[config.mk]
export PLATFORM = sky130hd
export DESIGN_NAME = multi_packet_sender
export DESIGN_NICKNAME = d
export VERILOG_FILES = /design/src/rtl/multi_packet_sender_pkg.sv /design/src/rtl/multi_packet_sender_rr_arbiter.sv /design/src/rtl/multi_packet_sender.sv
export SDC_FILE = /design/constraint.sdc
export NUM_CORES = 1
export LEC_CHECK = 0
export ABC_AREA = 1
export CORE_ASPECT_RATIO = 1.5
export CORE_UTILIZATION = 37
export CTS_BUF_LIST = sky130_fd_sc_hd__clkbuf_4 sky130_fd_sc_hd__clkbuf_8
export CTS_CLUSTER_DIAMETER = 50
export DETAILED_ROUTE_END_ITERATION = 7
export PLACE_DENSITY = 0.84
export SLEW_MARGIN = 20
export SYNTH_ARGS = -nofsm -noshare
export SYNTH_HDL_FRONTEND = slang
export SYNTH_SLANG_ARGS = --single-unit
[constraint.sdc]
create_clock -name clk -period 3.8 [get_ports clk]
set_input_delay 0.57 -clock clk [delete_from_list [all_inputs] [get_ports clk]]
set_output_delay 0.57 -clock clk [all_outputs]
set_load 0.01 [all_outputs]
[src/rtl/multi_packet_sender_pkg.sv]
// multi_packet_sender_pkg: shared definitions for the multi-channel packet sender
//   FLAG_SOF/FLAG_EOF/FLAG_OCC : bit positions inside the 4-bit f36 flag field
//   HDR_MAGIC                  : top byte of the optional packet header word
//   state_t                    : sender FSM encoding (IDLE/HDR/DATA)
package multi_packet_sender_pkg;
    localparam int FLAG_SOF = 0;
    localparam int FLAG_EOF = 1;
    localparam int FLAG_OCC = 2;
    localparam logic [7:0] HDR_MAGIC = 8'hA5;
    typedef enum logic [1:0] {IDLE, HDR, DATA} state_t;
endpackage

[src/rtl/multi_packet_sender_rr_arbiter.sv]
// rr_arbiter: combinational round-robin pick of the first requester at/after ptr
//   req   in  NUM_CH  request per channel
//   ptr   in  4       channel with highest priority this round
//   grant out NUM_CH  one-hot grant (all zero when no request)
//   idx   out 4       index of the granted channel
module rr_arbiter
    import multi_packet_sender_pkg::*;
#(
    parameter int NUM_CH = 4
) (
    input  logic [NUM_CH-1:0] req,
    input  logic [3:0]        ptr,
    output logic [NUM_CH-1:0] grant,
    output logic [3:0]        idx
);
    logic [NUM_CH-1:0] rot;
    logic [3:0]        off;
    logic [4:0]        sum;

    // Rotate the request vector so ptr lands on bit 0, take the lowest set
    // bit, then rotate the offset back into an absolute channel index.
    always_comb begin
        rot = NUM_CH'({req, req} >> ptr);
        off = '0;
        for (int i = NUM_CH - 1; i >= 0; i--) off = rot[i] ? 4'(i) : off;
        sum = {1'b0, ptr} + {1'b0, off};
        idx = (sum >= 5'(NUM_CH)) ? 4'(sum - 5'(NUM_CH)) : sum[3:0];
        grant = (|req) ? (NUM_CH'(1) << idx) : '0;
    end
endmodule

[src/rtl/multi_packet_sender.sv]
// multi_packet_sender: round-robin streams whole packets from NUM_CH FWFT FIFOs onto a f36 TX port
//   clk, reset         clock, asynchronous active-high reset
//   ch_fifo_d          FWFT data, channel k at [k*DW +: DW]
//   ch_packet_size_i   packet length in words, channel k at [k*LEN_W +: LEN_W]
//   ch_fifo_req        channel k holds at least one full packet
//   ch_fifo_rd         pop strobe, only ever for the granted channel
//   wr_flags_o         [0]=SOF [1]=EOF [3:2]=occupancy (0)
//   wr_data_o          word to the MAC TX FIFO
//   wr_src_rdy_o       word valid
//   wr_dst_rdy_i       MAC accepts word
//   active_ch_o        granted channel (holds last value when idle)
//   busy_o             packet in progress
// Optional: define MULTI_PACKET_SENDER_HEADER_EN to prefix each packet with a
// {A5, 0, ch, seq} header word carrying SOF and a per-channel sequence number.
module multi_packet_sender
    import multi_packet_sender_pkg::*;
#(
    parameter int NUM_CH = 4,
    parameter int DW     = 32,
    parameter int LEN_W  = 10
) (
    input  logic                    clk,
    input  logic                    reset,
    input  logic [NUM_CH*DW-1:0]    ch_fifo_d,
    input  logic [NUM_CH*LEN_W-1:0] ch_packet_size_i,
    input  logic [NUM_CH-1:0]       ch_fifo_req,
    output logic [NUM_CH-1:0]       ch_fifo_rd,
    output logic [3:0]              wr_flags_o,
    output logic [DW-1:0]           wr_data_o,
    output logic                    wr_src_rdy_o,
    input  logic                    wr_dst_rdy_i,
    output logic [3:0]              active_ch_o,
    output logic                    busy_o
);
`ifdef MULTI_PACKET_SENDER_HEADER_EN
    localparam state_t START    = HDR;
    localparam bit     DATA_SOF = 1'b0;
`else
    localparam state_t START    = DATA;
    localparam bit     DATA_SOF = 1'b1;
`endif

    state_t            state, nxt;
    logic [3:0]        ptr, idx;
    logic [NUM_CH-1:0] grant;
    logic [LEN_W-1:0]  size_w, size_q, cnt;
    logic              last, xfer;

    rr_arbiter #(.NUM_CH(NUM_CH)) u_arb (
        .req   (ch_fifo_req),
        .ptr   (ptr),
        .grant (grant),
        .idx   (idx)
    );

    assign size_w = ch_packet_size_i[idx*LEN_W +: LEN_W];
    assign busy_o = state != IDLE;

`ifdef MULTI_PACKET_SENDER_HEADER_EN
    // Indexed directly by the 4-bit channel number, so sized for the 16-channel maximum.
    logic [15:0] seq [16];

    always_ff @(posedge clk or posedge reset) begin
        if (reset) begin
            for (int i = 0; i < 16; i++) seq[i] <= '0;
        end else if (xfer && last) begin
            seq[active_ch_o] <= seq[active_ch_o] + 16'd1;
        end
    end
`endif

    always_ff @(posedge clk or posedge reset) begin
        if (reset) begin
            state       <= IDLE;
            ptr         <= '0;
            active_ch_o <= '0;
            size_q      <= '0;
            cnt         <= '0;
        end else begin
            state <= nxt;
            // A zero-size winner still consumes its turn: the pointer moves on
            // while the FSM stays in IDLE.
            if (state == IDLE && |grant) begin
                active_ch_o <= idx;
                size_q      <= size_w;
                cnt         <= '0;
                ptr         <= (idx == 4'(NUM_CH - 1)) ? 4'd0 : idx + 4'd1;
            end else if (xfer) begin
                cnt <= cnt + 1'b1;
            end
        end
    end

    always_comb begin
        nxt                     = state;
        wr_src_rdy_o            = 1'b0;
        wr_flags_o[FLAG_OCC +: 2] = 2'b00;
        wr_flags_o[FLAG_EOF]    = 1'b0;
        wr_flags_o[FLAG_SOF]    = 1'b0;
        wr_data_o               = '0;
        ch_fifo_rd              = '0;
        xfer                    = 1'b0;
        last                    = cnt == size_q - 1'b1;
        case (state)
            IDLE: nxt = (|grant && size_w != '0) ? START : IDLE;
`ifdef MULTI_PACKET_SENDER_HEADER_EN
            HDR: begin
                wr_src_rdy_o         = 1'b1;
                wr_flags_o[FLAG_SOF] = 1'b1;
                wr_data_o            = {HDR_MAGIC, 4'h0, active_ch_o, seq[active_ch_o]};
                nxt                  = wr_dst_rdy_i ? DATA : HDR;
            end
`endif
            DATA: begin
                wr_src_rdy_o         = 1'b1;
                xfer                 = wr_dst_rdy_i;
                wr_flags_o[FLAG_SOF] = DATA_SOF && cnt == '0;
                wr_flags_o[FLAG_EOF] = last;
                wr_data_o            = ch_fifo_d[active_ch_o*DW +: DW];
                ch_fifo_rd           = xfer ? (NUM_CH'(1) << active_ch_o) : '0;
                nxt                  = (xfer && last) ? IDLE : DATA;
            end
            default: nxt = IDLE;
        endcase
    end
endmodule

==> results by group, run 1 <==
Die
  – Die ar.: a little over 9000 um2
  – IO Pins: approximately 220
  – CORE AREA: 8413 um2
  – FP Rows: 41
  – Die width: 78.13 um
  – DIE HEIGHT: approximately 120 um
  – Starting density of the core: 0.3824

Drt
  – Vias per cell: roughly 5.5
  – ANT nets after route: 0
  – Vias: ~4300
  – Drt pass-1 iters: 4
  – Residual DRC count: 0
  – Iter 0 DRT Violations: 226
  – Drt wl/cell: between 15 and 20 um
  – DRT Wirelength: 12930 um

Yosys
  – Yosys reg bits: 29
  – Mapped Area: 3217 um2
  – Ys Warns: 0
  – Count leader, synth: nand2_1
  – Synth Flop Type: dfrtp_1
  – Post-Synth Adder-Cell Area: 0.03734
  – Synth top area share: 0.2256
  – Average size of a mapped cell: ~6.8 um2
  – Largest family of logic cells by synthesized area: simple AND/OR/NAND/NOR gates
  – Cell taking the most area after synthesis: dfrtp_1
  – Synthesized instance count: 474
  – Most frequent cells after synthesis: nand2_1 (89), a221oi_1 (64), nor2_1 (46), inv_1 (43), nor3_1 (38)
  – Synth Area in Compound Gates: 0.2637
  – Post-synth ARST share: 1.000
  – Post-synthesis mux area share: 0
  – Number of distinct library cells after synthesis: 36
  – XOR/XNOR Fraction of Synth Area: 0.04862
  – Synth Area in Simple Gates: 0.3011
  – EDFF count, synth: 0
  – Post-synthesis sequential area ratio: 0.2256
  – Area contributors post-synth: dfrtp_1 (23%), a221oi_1 (17%), nand2_1 (10%)

Clocking
  – CTS tree: done
  – Root Buffer: clkbuf_8
  – Num Clock Sinks: 29
  – CTS resizes: 0
  – Hold-fix buffers, CTS: 0
  – Worst skew pair latency: ~0.28 ns
  – Longest Clk Path Bufs: 2
  – CTS buffer count: 5
  – CTS clk-pin slew, worst paths: around 0.060 ns
  – CTS H-tree lvls: 2
  – Post-CTS Setup Inserts: 0

Final layout
  – Multi-input logic area: 2116 um2
  – Diode count: 0
  – Share of layout cells above drive strength 1: 0.05045
  – Layout area overhead: 72.19%
  – FF+latch area: approximately 730 um2
  – Layout fillers: roughly 720
  – Final net count: 858

GRT
  – Largest net degree at the start of global routing: 38
  – Vias in the first global route: 3994
  – First-pass GRT wire length: 19150 um
  – Total track usage: 0.2662
  – Initial antenna violation count: 0
  – GR Overflow Total: 0

Worst setup path
  – Worst path max stage delay: between 0.4 and 0.5 ns
  – Crit-path slowest cell: clkdlybuf4s50_1
  – Arrival @ worst endpoint: between 3 and 4 ns
  – CP bufs+invs: 3
  – Worst path most repeated cell: nand2_1
  – CP Max Fanout: 13
  – CP Launch Type: primary input
  – Largest delay share family, worst path: simple AND/OR/NAND/NOR gates
  – Critical path start-end classification: primary input to flop
  – Crit path required time: 4.00 ns
  – CP Capture Type: flop
  – Critical-path cell list: clkdlybuf4s50_1 -> inv_1 -> nand2_1 -> o21ai_0 -> o31ai_1 -> nor2_1 -> a21oi_1 -> nor2_1 -> ha_1 -> fa_1 -> xnor2_2 -> inv_1 -> ha_1 -> nand2_1 -> o2111ai_2 -> nand2_1 -> nand2_1 -> nor2_4 -> nand2_1 -> o21ai_1

Timing
  – Final Hold Fails: 0
  – Max frequency: between 200 and 300 MHz
  – Relative slew margins: 0.4862
  – Final min period: 3.608 ns
  – Slew @ Worst Pin: roughly 0.77 ns
  – Skew final: between 0.006 and 0.007 ns
  – Final worst-path cycle share: 0.9495
  – Fin. max-slew vios: 0
  – Setup violations, final: 0
  – Setup TNS: 0 ns
  – RSZ-0062 raised after global routing: false

Pwr
  – Total power: 4.316 mW
  – VDD IR max: approximately 830 uV
  – Static leakage: between 2 and 2.5 nW
  – Pwr/cell area: between 700 and 800 nW/um2

Place
  – GP Congestion: 0.9142
  – HPWL Detailed: ~10000 um
  – Port bufs: 218

Hold path
  – Hold WC Path Type: flop to flop

Status
  – Status: complete, no violations

Flow run
  – Number of max-cap violations: 0
## worst reg2reg max path: cells and delay by family (launching register included)
family / cells / cell delay, ns
AO/OA/AOI/OAI: 5 / 0.74
buffers and inverters: 1 / 0.07
AND/OR/NAND/NOR: 8 / 0.92
XOR/XNOR: 1 / 0.23
flip-flops: 1 / 0.48
adder cells (fa/ha/maj): 3 / 0.80
## layout by cell type, fill, tap and decap left out, types with 10 or more instances in the layout
cell type and count:
nand2_1 89, nor2_1 44, o21ai_1 12, nand3_1 29, o21ai_0 22, clkdlybuf4s50_1 218
inv_1 42, a221oi_1 64, nor3_1 38, dfrtp_1 29, buf_4 10, xor2_1 12
## path summary, 6_finish.rpt
path / startpoint / endpoint / slack [ns] / depth (start not counted)
setup reg to reg: ptr[0]$_DFFE_PP0P_ / size_q[4]$_DFFE_PP0P_ / 0.46 / 18
setup / recovery: ch_fifo_req[1] / size_q[4]$_DFFE_PP0P_ / 0.19 / 20
hold / removal: active_ch_o[2]$_DFFE_PP0P_ / active_ch_o[2]$_DFFE_PP0P_ / 0.51 / 2
hold reg to reg: active_ch_o[2]$_DFFE_PP0P_ / active_ch_o[2]$_DFFE_PP0P_ / 0.51 / 2
max in group asynchronous: reset / active_ch_o[1]$_DFFE_PP0P_ / 2.74 / 2
min in group asynchronous: reset / ptr[3]$_DFFE_PP0P_ / 0.67 / 2
## cell families (layout without fill, tap and decap cells)
logic type	Yosys count	count (layout)
AOI/OAI and AO/OA	115	115
DFF	29	29
xor gates and xnor gates	17	17
other	1	2
and+or+nand+nor	218	218
adders and majority gates	9	9
buffers and inverters	85	284
## flip-flops by register name (all words and copies together), names as in the netlist
register,count
active_ch_o,4
cnt,10
ptr,4
size_q,10
state,1
## layout make-up
class                      count  area share
sequential                    29      0.1310
inverter                      47     0.03185
timing repair buffer         230      0.4147
tap                          107     0.02417
multi-input combinational    361      0.3820
clock buffer                   7     0.01626
## stage by stage
step	instance area [um2]	setup WS [ns]	util	cells	hold WS, ns
6_report	5539	0.1918	0.6584	781	0.5149
5_1_grt	5539	0.004726	0.6584	781	0.5477
4_1_cts	5539	0.2254	0.6584	781	0.5226
3_5_place_dp	5449	-0.05278	0.6477	774	0.5089
3_3_place_gp	5449	0.1710	0.6477	774	0.4970
2_1_floorplan	3221	0.6651	-	475	0.4581
## power breakdown
part	internal [mW]	switching (mW)	leakage, nW
Clock	0.150	0.114	0.0477
Combinational	1.56	1.93	1.93
Sequential	0.416	0.147	0.372
Total	2.13	2.19	2.35
## metal layers
| layer | routed length, um | global-route usage |
|---|---|---|
| met5 | 0 | 0 |
| met4 | 363 | 0.1074 |
| met3 | 1291 | 0.07656 |
| met2 | 6383 | 0.4684 |
| met1 | 4895 | 0.3015 |
(Power assumes the default switching activity.)
==> inputs of run 2 (changes only) <==
--- a/config.mk
+++ b/config.mk
@@ -6,12 +6,14 @@
 export NUM_CORES = 1
 export LEC_CHECK = 0
 export ABC_AREA = 1
+export CAP_MARGIN = 20
 export CORE_ASPECT_RATIO = 1.5
-export CORE_UTILIZATION = 37
+export CORE_MARGIN = 10
+export CORE_UTILIZATION = 40
 export CTS_BUF_LIST = sky130_fd_sc_hd__clkbuf_4 sky130_fd_sc_hd__clkbuf_8
 export CTS_CLUSTER_DIAMETER = 50
 export DETAILED_ROUTE_END_ITERATION = 7
-export PLACE_DENSITY = 0.84
+export PLACE_DENSITY = 0.9
 export SLEW_MARGIN = 20
 export SYNTH_ARGS = -nofsm -noshare
 export SYNTH_HDL_FRONTEND = slang
==> constraint.sdc (replaced) <==
create_clock -name clk -period 4.7 [get_ports clk]
set_input_delay 0.705 -clock clk [delete_from_list [all_inputs] [get_ports clk]]
set_output_delay 0.705 -clock clk [all_outputs]
set_load 0.01 [all_outputs]
==> results by group, run 2 (synthesized netlist as in run 1, its figures left out) <==
Die
  – DIE HEIGHT: approximately 130 um
  – Starting density of the core: 0.4068
  – CORE AREA: around 7900 um2
  – IO Pins: 221
  – Die ar.: 12100 um2
  – FP Rows: 40
  – Die width: 93.22 um

Clocking
  – Hold-fix buffers, CTS: 0
  – CTS buffer count: 5
  – Post-CTS Setup Inserts: 0
  – Num Clock Sinks: 29
  – CTS resizes: 0
  – CTS tree: done
  – CTS clk-pin slew, worst paths: 0.07 ns
  – Root Buffer: clkbuf_8
  – Longest Clk Path Bufs: 2
  – Worst skew pair latency: a little under 0.3 ns
  – CTS H-tree lvls: 2

Final layout
  – Final net count: 852
  – Diode count: 0
  – Commonest non-fill, non-tap cell in the layout: clkdlybuf4s50_1
  – Commonest cells after routing, fill and taps aside: clkdlybuf4s50_1 (218), nand2_1 (89), a221oi_1 (64)
  – Share of layout cells above drive strength 1: 0.04335
  – Design Area, Final: between 5000 and 6000 um2
  – Final cell count without fillers: 774
  – Layout area overhead: 69.82%
  – Biggest regs: cnt x10, size_q x10

Pwr
  – Seq pwr share: 0.133
  – Sw Ratio: 0.5310
  – Static leakage: between 2 and 2.5 nW
  – Combinational power share: 0.808
  – Power share of the clock group: 0.058
  – Int Power: ~1.6 mW
  – Pwr/cell area: between 600 and 700 nW/um2
  – VDD IR max: ~540 uV
  – Switching power: 1.861 mW

Worst setup path
  – CP Capture Type: flop
  – Reg-to-reg slack, setup: between 0.8 and 0.9 ns
  – CP Launch Type: primary input
  – Worst r2r dst: size_q[1]$_DFFE_PP0P_
  – Critical path start-end classification: primary input to flop
  – RR Startpoint: ptr[0]$_DFFE_PP0P_
  – Arrival @ worst endpoint: around 4.4 ns
  – Crit path required time: between 4 and 5 ns
  – Worst reg2reg path depth: 15
  – CP Max Fanout: 33

Timing
  – Final Hold Fails: 0
  – RSZ-0062 raised after global routing: false
  – Max frequency: between 200 and 250 MHz
  – Final min period: 4.248 ns
  – Min Hold Slack: a little over 0.5 ns
  – Relative slew margins: 0.3162
  – Skew final: 0.007627 ns
  – Slew @ Worst Pin: between 1 and 1.5 ns
  – Setup TNS: 0 ns
  – Final worst-path cycle share: 0.9039
  – Setup violations, final: 0
  – Final setup margin: approximately 0.45 ns
  – Fin. max-slew vios: 0

GRT
  – Initial antenna violation count: 0
  – Largest net degree at the start of global routing: between 40 and 50
  – Vias in the first global route: approximately 4300
  – Total track usage: 0.2563
  – GR Overflow Total: 0
  – First-pass GRT wire length: about 24000 um

Place
  – Port bufs: 218
  – HPWL Detailed: about 14000 um
  – GP Congestion: roughly 1
  – Placed inst area: between 5000 and 6000 um2
  – Dpl cells: between 700 and 800
  – Setup WS pre-CTS: 0.2956 ns

Hold path
  – Min-Delay Startpoint: ptr[3]$_DFFE_PP0P_
  – Hold Path Cell Cnt: 2
  – Hold WC Path Type: flop to flop
  – Hold endpoint: ptr[3]$_DFFE_PP0P_

Drt
  – Iter 0 DRT Violations: between 200 and 300
  – DRT Wirelength: 16800 um
  – Vias: roughly 4500
  – Vias per cell: slightly below 6
  – Drt wl/cell: ~22 um
  – Residual DRC count: 0
  – ANT nets after route: 0
  – Drt pass-1 iters: 5

Status
  – Status: complete, no violations

Flow run
  – Number of max-cap violations: 0
## run 2: cell count changes in the layout (fill, tap and decap cells not counted)
cell	before	now
buf_12	2	0
clkinv_2	0	2
buf_4	10	6
clkbuf_4	1	0
clkinvlp_4	0	1
clkbuf_8	6	5
## run 2: worst max-delay path, stage by stage
cell	delay, ns
clkdlybuf4s50_1	0.47
inv_1	0.05
nand2_1	0.04
o21ai_0	0.14
o31ai_1	0.34
o21ai_0	0.18
nor3_1	0.35
ha_1	0.31
a21oi_1	0.24
nor2_1	0.11
xor2_1	0.17
ha_1	0.21
nand2_1	0.07
o2111ai_2	0.10
nand2_1	0.12
nand3_2	0.48
o21ai_1	0.33
## run 2: per-layer routing
metal  GRT usage  wire length (um)  part of all wire
met5           0                 0                 0
met4     0.09381               571             0.034
met3     0.06555              1715              0.10
met2      0.4622              8488              0.51
met1      0.2794              6025              0.36
## run 2: power groups by stage
stage               Combinational, mW  Clock, mW  Sequential (mW)
floorplan                        1.78          0            0.419
global placement                 2.72          0            0.463
detailed placement               2.80          0            0.468
CTS                              2.82      0.205            0.464
global route                     3.07      0.218            0.474
finish                           2.83      0.205            0.468
## run 2: metrics by stage
step / total power, mW / util
after floorplan: 2.196 / -
after global placement: 3.178 / 0.6799
after detailed placement: 3.273 / 0.6799
after CTS: 3.492 / 0.6908
after global routing: 3.764 / 0.6908
final: 3.505 / 0.6908
## run 2: worst max path at each step
stage | slack (ns) | from | to | cells past startpoint
global route | 0.20 | ch_fifo_req[1] | cnt[2]$_DFFE_PP0P_ | 18
floorplan | 1.43 | ch_fifo_req[1] | cnt[0]$_DFFE_PP0P_ | 20
detailed placement | 0.30 | ch_fifo_req[1] | size_q[1]$_DFFE_PP0P_ | 17
CTS | 0.58 | ch_fifo_req[1] | cnt[2]$_DFFE_PP0P_ | 18
global placement | 0.60 | ch_fifo_req[1] | cnt[7]$_DFFE_PP0P_ | 19
finish | 0.45 | ch_fifo_req[1] | size_q[1]$_DFFE_PP0P_ | 17
## run 2: area by class of cell
type                       count  area (um2)
sequential                    29       725.7
fill                         666        2445
timing repair buffer         224        2227
multi-input combinational    361        2116
tap                          105       131.4
clock inverter                 3       17.52
clock buffer                   5       68.82
inverter                      47       176.4
==> inputs of run 3 (changes only) <==
--- a/config.mk
+++ b/config.mk
@@ -6,6 +6,7 @@
 export NUM_CORES = 1
 export LEC_CHECK = 0
 export ABC_AREA = 1
+export ABC_CLOCK_PERIOD_IN_PS = 4700
 export CAP_MARGIN = 20
 export CORE_ASPECT_RATIO = 1.5
 export CORE_MARGIN = 10
@@ -13,7 +14,7 @@
 export CTS_BUF_LIST = sky130_fd_sc_hd__clkbuf_4 sky130_fd_sc_hd__clkbuf_8
 export CTS_CLUSTER_DIAMETER = 50
 export DETAILED_ROUTE_END_ITERATION = 7
-export PLACE_DENSITY = 0.9
+export PLACE_DENSITY = 0.95
 export SLEW_MARGIN = 20
 export SYNTH_ARGS = -nofsm -noshare
 export SYNTH_HDL_FRONTEND = slang
==> results by group, run 3 (synthesized netlist as in run 1, its figures left out) <==
Worst setup path
  – Worst path max stage delay: 0.49 ns
  – Arrival @ worst endpoint: 4.25 ns
  – Reg-to-reg slack, setup: roughly 0.99 ns
  – Critical-path cell list: clkdlybuf4s50_1 -> inv_1 -> nand2_1 -> o21ai_0 -> o31ai_1 -> o21ai_0 -> nor3_1 -> ha_1 -> a21oi_1 -> nor2_1 -> xor2_1 -> ha_1 -> nand2_1 -> o2111ai_2 -> nand2_1 -> nand3_2 -> nand2_1 -> o21ai_1
  – CP Max Fanout: 33
  – RR Startpoint: ptr[0]$_DFFE_PP0P_
  – Crit path required time: around 4.9 ns
  – Largest delay share family, worst path: simple AND/OR/NAND/NOR gates
  – Critical path start-end classification: primary input to flop
  – CP Capture Type: flop
  – Crit-path slowest cell: nand3_2
  – Worst r2r dst: size_q[2]$_DFFE_PP0P_
  – CP bufs+invs: 2
  – Worst path most repeated cell: nand2_1
  – Worst reg2reg path depth: 16
  – Critical Path Source: ch_fifo_req[1]
  – CP Launch Type: primary input

Pwr
  – Static leakage: 2.315 nW
  – Combinational power share: 0.805
  – Pwr/cell area: about 630 nW/um2
  – Sw Ratio: 0.5192
  – VDD IR max: 633.1 uV
  – Switching power: between 1.5 and 2 mW
  – Seq pwr share: 0.131
  – Int Power: 1.667 mW
  – Power share of the clock group: 0.064

Clocking
  – CTS H-tree lvls: 2
  – CTS resizes: 0
  – Num Clock Sinks: 29
  – Root Buffer: clkbuf_8
  – Post-CTS Setup Inserts: 0
  – CTS clk-pin slew, worst paths: roughly 0.060 ns
  – CTS tree: done
  – CTS buffer count: 5
  – Worst skew pair latency: a little under 0.3 ns
  – Longest Clk Path Bufs: 2
  – Hold-fix buffers, CTS: 0

Timing
  – Skew final: about 0.0062 ns
  – Final setup margin: ~0.60 ns
  – Slew @ Worst Pin: approximately 0.8 ns
  – Final min period: a little over 4 ns
  – Final Hold Fails: 0
  – Relative slew margins: 0.4528
  – Final worst-path cycle share: 0.8720
  – Setup TNS: 0 ns
  – Fin. max-slew vios: 0
  – Setup violations, final: 0
  – Max frequency: about 240 MHz
  – RSZ-0062 raised after global routing: false

Drt
  – Drt pass-1 iters: 5
  – Drt wl/cell: between 20 and 25 um
  – ANT nets after route: 0
  – Vias: between 4000 and 5000
  – Iter 0 DRT Violations: 413
  – Residual DRC count: 0
  – DRT Wirelength: between 15000 and 20000 um
  – Vias per cell: roughly 5.8

Final layout
  – Commonest non-fill, non-tap cell in the layout: clkdlybuf4s50_1
  – Commonest cells after routing, fill and taps aside: clkdlybuf4s50_1 (218), nand2_1 (89), a221oi_1 (64)
  – Final net count: about 850
  – Layout area overhead: 70.17%
  – Design Area, Final: roughly 5500 um2
  – Share of layout cells above drive strength 1: 0.04335
  – Biggest regs: cnt x10, size_q x10
  – Layout fillers: about 640
  – Diode count: 0
  – Finished Core Util: 0.6922

Die
  – DIE HEIGHT: ~130 um
  – CORE AREA: around 7900 um2
  – IO Pins: 221
  – Starting density of the core: 0.4068
  – FP Rows: 40
  – Die width: approximately 93 um
  – Die ar.: ~12000 um2

Place
  – GP Congestion: between 0.9 and 1
  – Setup WS pre-CTS: approximately 0.36 ns
  – Port bufs: about 220
  – Placed inst area: between 5000 and 6000 um2
  – HPWL Detailed: about 13000 um

GRT
  – Total track usage: 0.2420
  – Largest net degree at the start of global routing: 49
  – GR Overflow Total: 0
  – Vias in the first global route: 4301
  – First-pass GRT wire length: between 20000 and 25000 um
  – Initial antenna violation count: 0

Hold path
  – Hold WC Path Type: flop to flop
  – Min-Delay Startpoint: ptr[3]$_DFFE_PP0P_
  – Hold Path Cell Cnt: 2
  – Hold endpoint: ptr[3]$_DFFE_PP0P_

Status
  – Status: complete, no violations

Flow run
  – Number of max-cap violations: 0
run 3: area by class of cell:
| class | count | area [um2] | share of cell area |
|---|---|---|---|
| repair buffers | 225 | 2235 | 0.4082 |
| clock buffers | 7 | 90.09 | 0.01646 |
| inverters | 47 | 176.4 | 0.03223 |
| well taps | 105 | 131.4 | 0.02400 |
| multi-input cells | 361 | 2116 | 0.3865 |
| flip-flops and latches | 29 | 725.7 | 0.1326 |
run 3: how the worst max path moves through the flow:
stage / endpoint / cells past startpoint
3_3_place_gp: cnt[7]$_DFFE_PP0P_ / 19
3_5_place_dp: size_q[2]$_DFFE_PP0P_ / 18
6_report: size_q[2]$_DFFE_PP0P_ / 18
4_1_cts: size_q[5]$_DFFE_PP0P_ / 18
2_1_floorplan: cnt[0]$_DFFE_PP0P_ / 20
5_1_grt: size_q[5]$_DFFE_PP0P_ / 18
run 3: stage by stage:
step	total power, mW	instances	hold WS, ns
2_1_floorplan	2.196	475	0.4581
3_3_place_gp	3.117	767	0.4776
3_5_place_dp	3.215	767	0.4820
4_1_cts	3.442	774	0.5016
5_1_grt	3.734	774	0.5127
6_report	3.467	774	0.5013
run 3: worst register-to-register path, cell delays in order, from the launching register on:
cell and delay [ns]:
dfrtp_1 0.49, nand2_1 0.11, o21ai_0 0.11, o31ai_1 0.32, o21ai_0 0.18, nor3_1 0.31
ha_1 0.31, a21oi_1 0.22, nor2_1 0.08, xor2_1 0.16, ha_1 0.20, nand2_1 0.07
o2111ai_2 0.10, nand2_1 0.12, nand3_2 0.49, nand2_1 0.23, o21ai_1 0.08
run 3: routing by layer:
| metal | global-route usage | share of wire | vias to the layer above |
|---|---|---|---|
| li1 | - | - | 2088 |
| met4 | 0.07832 | 0.021 | 0 |
| met1 | 0.2720 | 0.38 | 2087 |
| met3 | 0.06268 | 0.094 | 22 |
| met2 | 0.4306 | 0.51 | 269 |
| met5 | 0 | 0 | - |
run 3: power groups by stage:
stage / sequential [mW] / clock [mW] / combinational (mW)
after global routing: 0.467 / 0.229 / 3.04
after CTS: 0.451 / 0.216 / 2.78
final: 0.454 / 0.220 / 2.79
after detailed placement: 0.454 / 0 / 2.76
after global placement: 0.449 / 0 / 2.67
after floorplan: 0.419 / 0 / 1.78
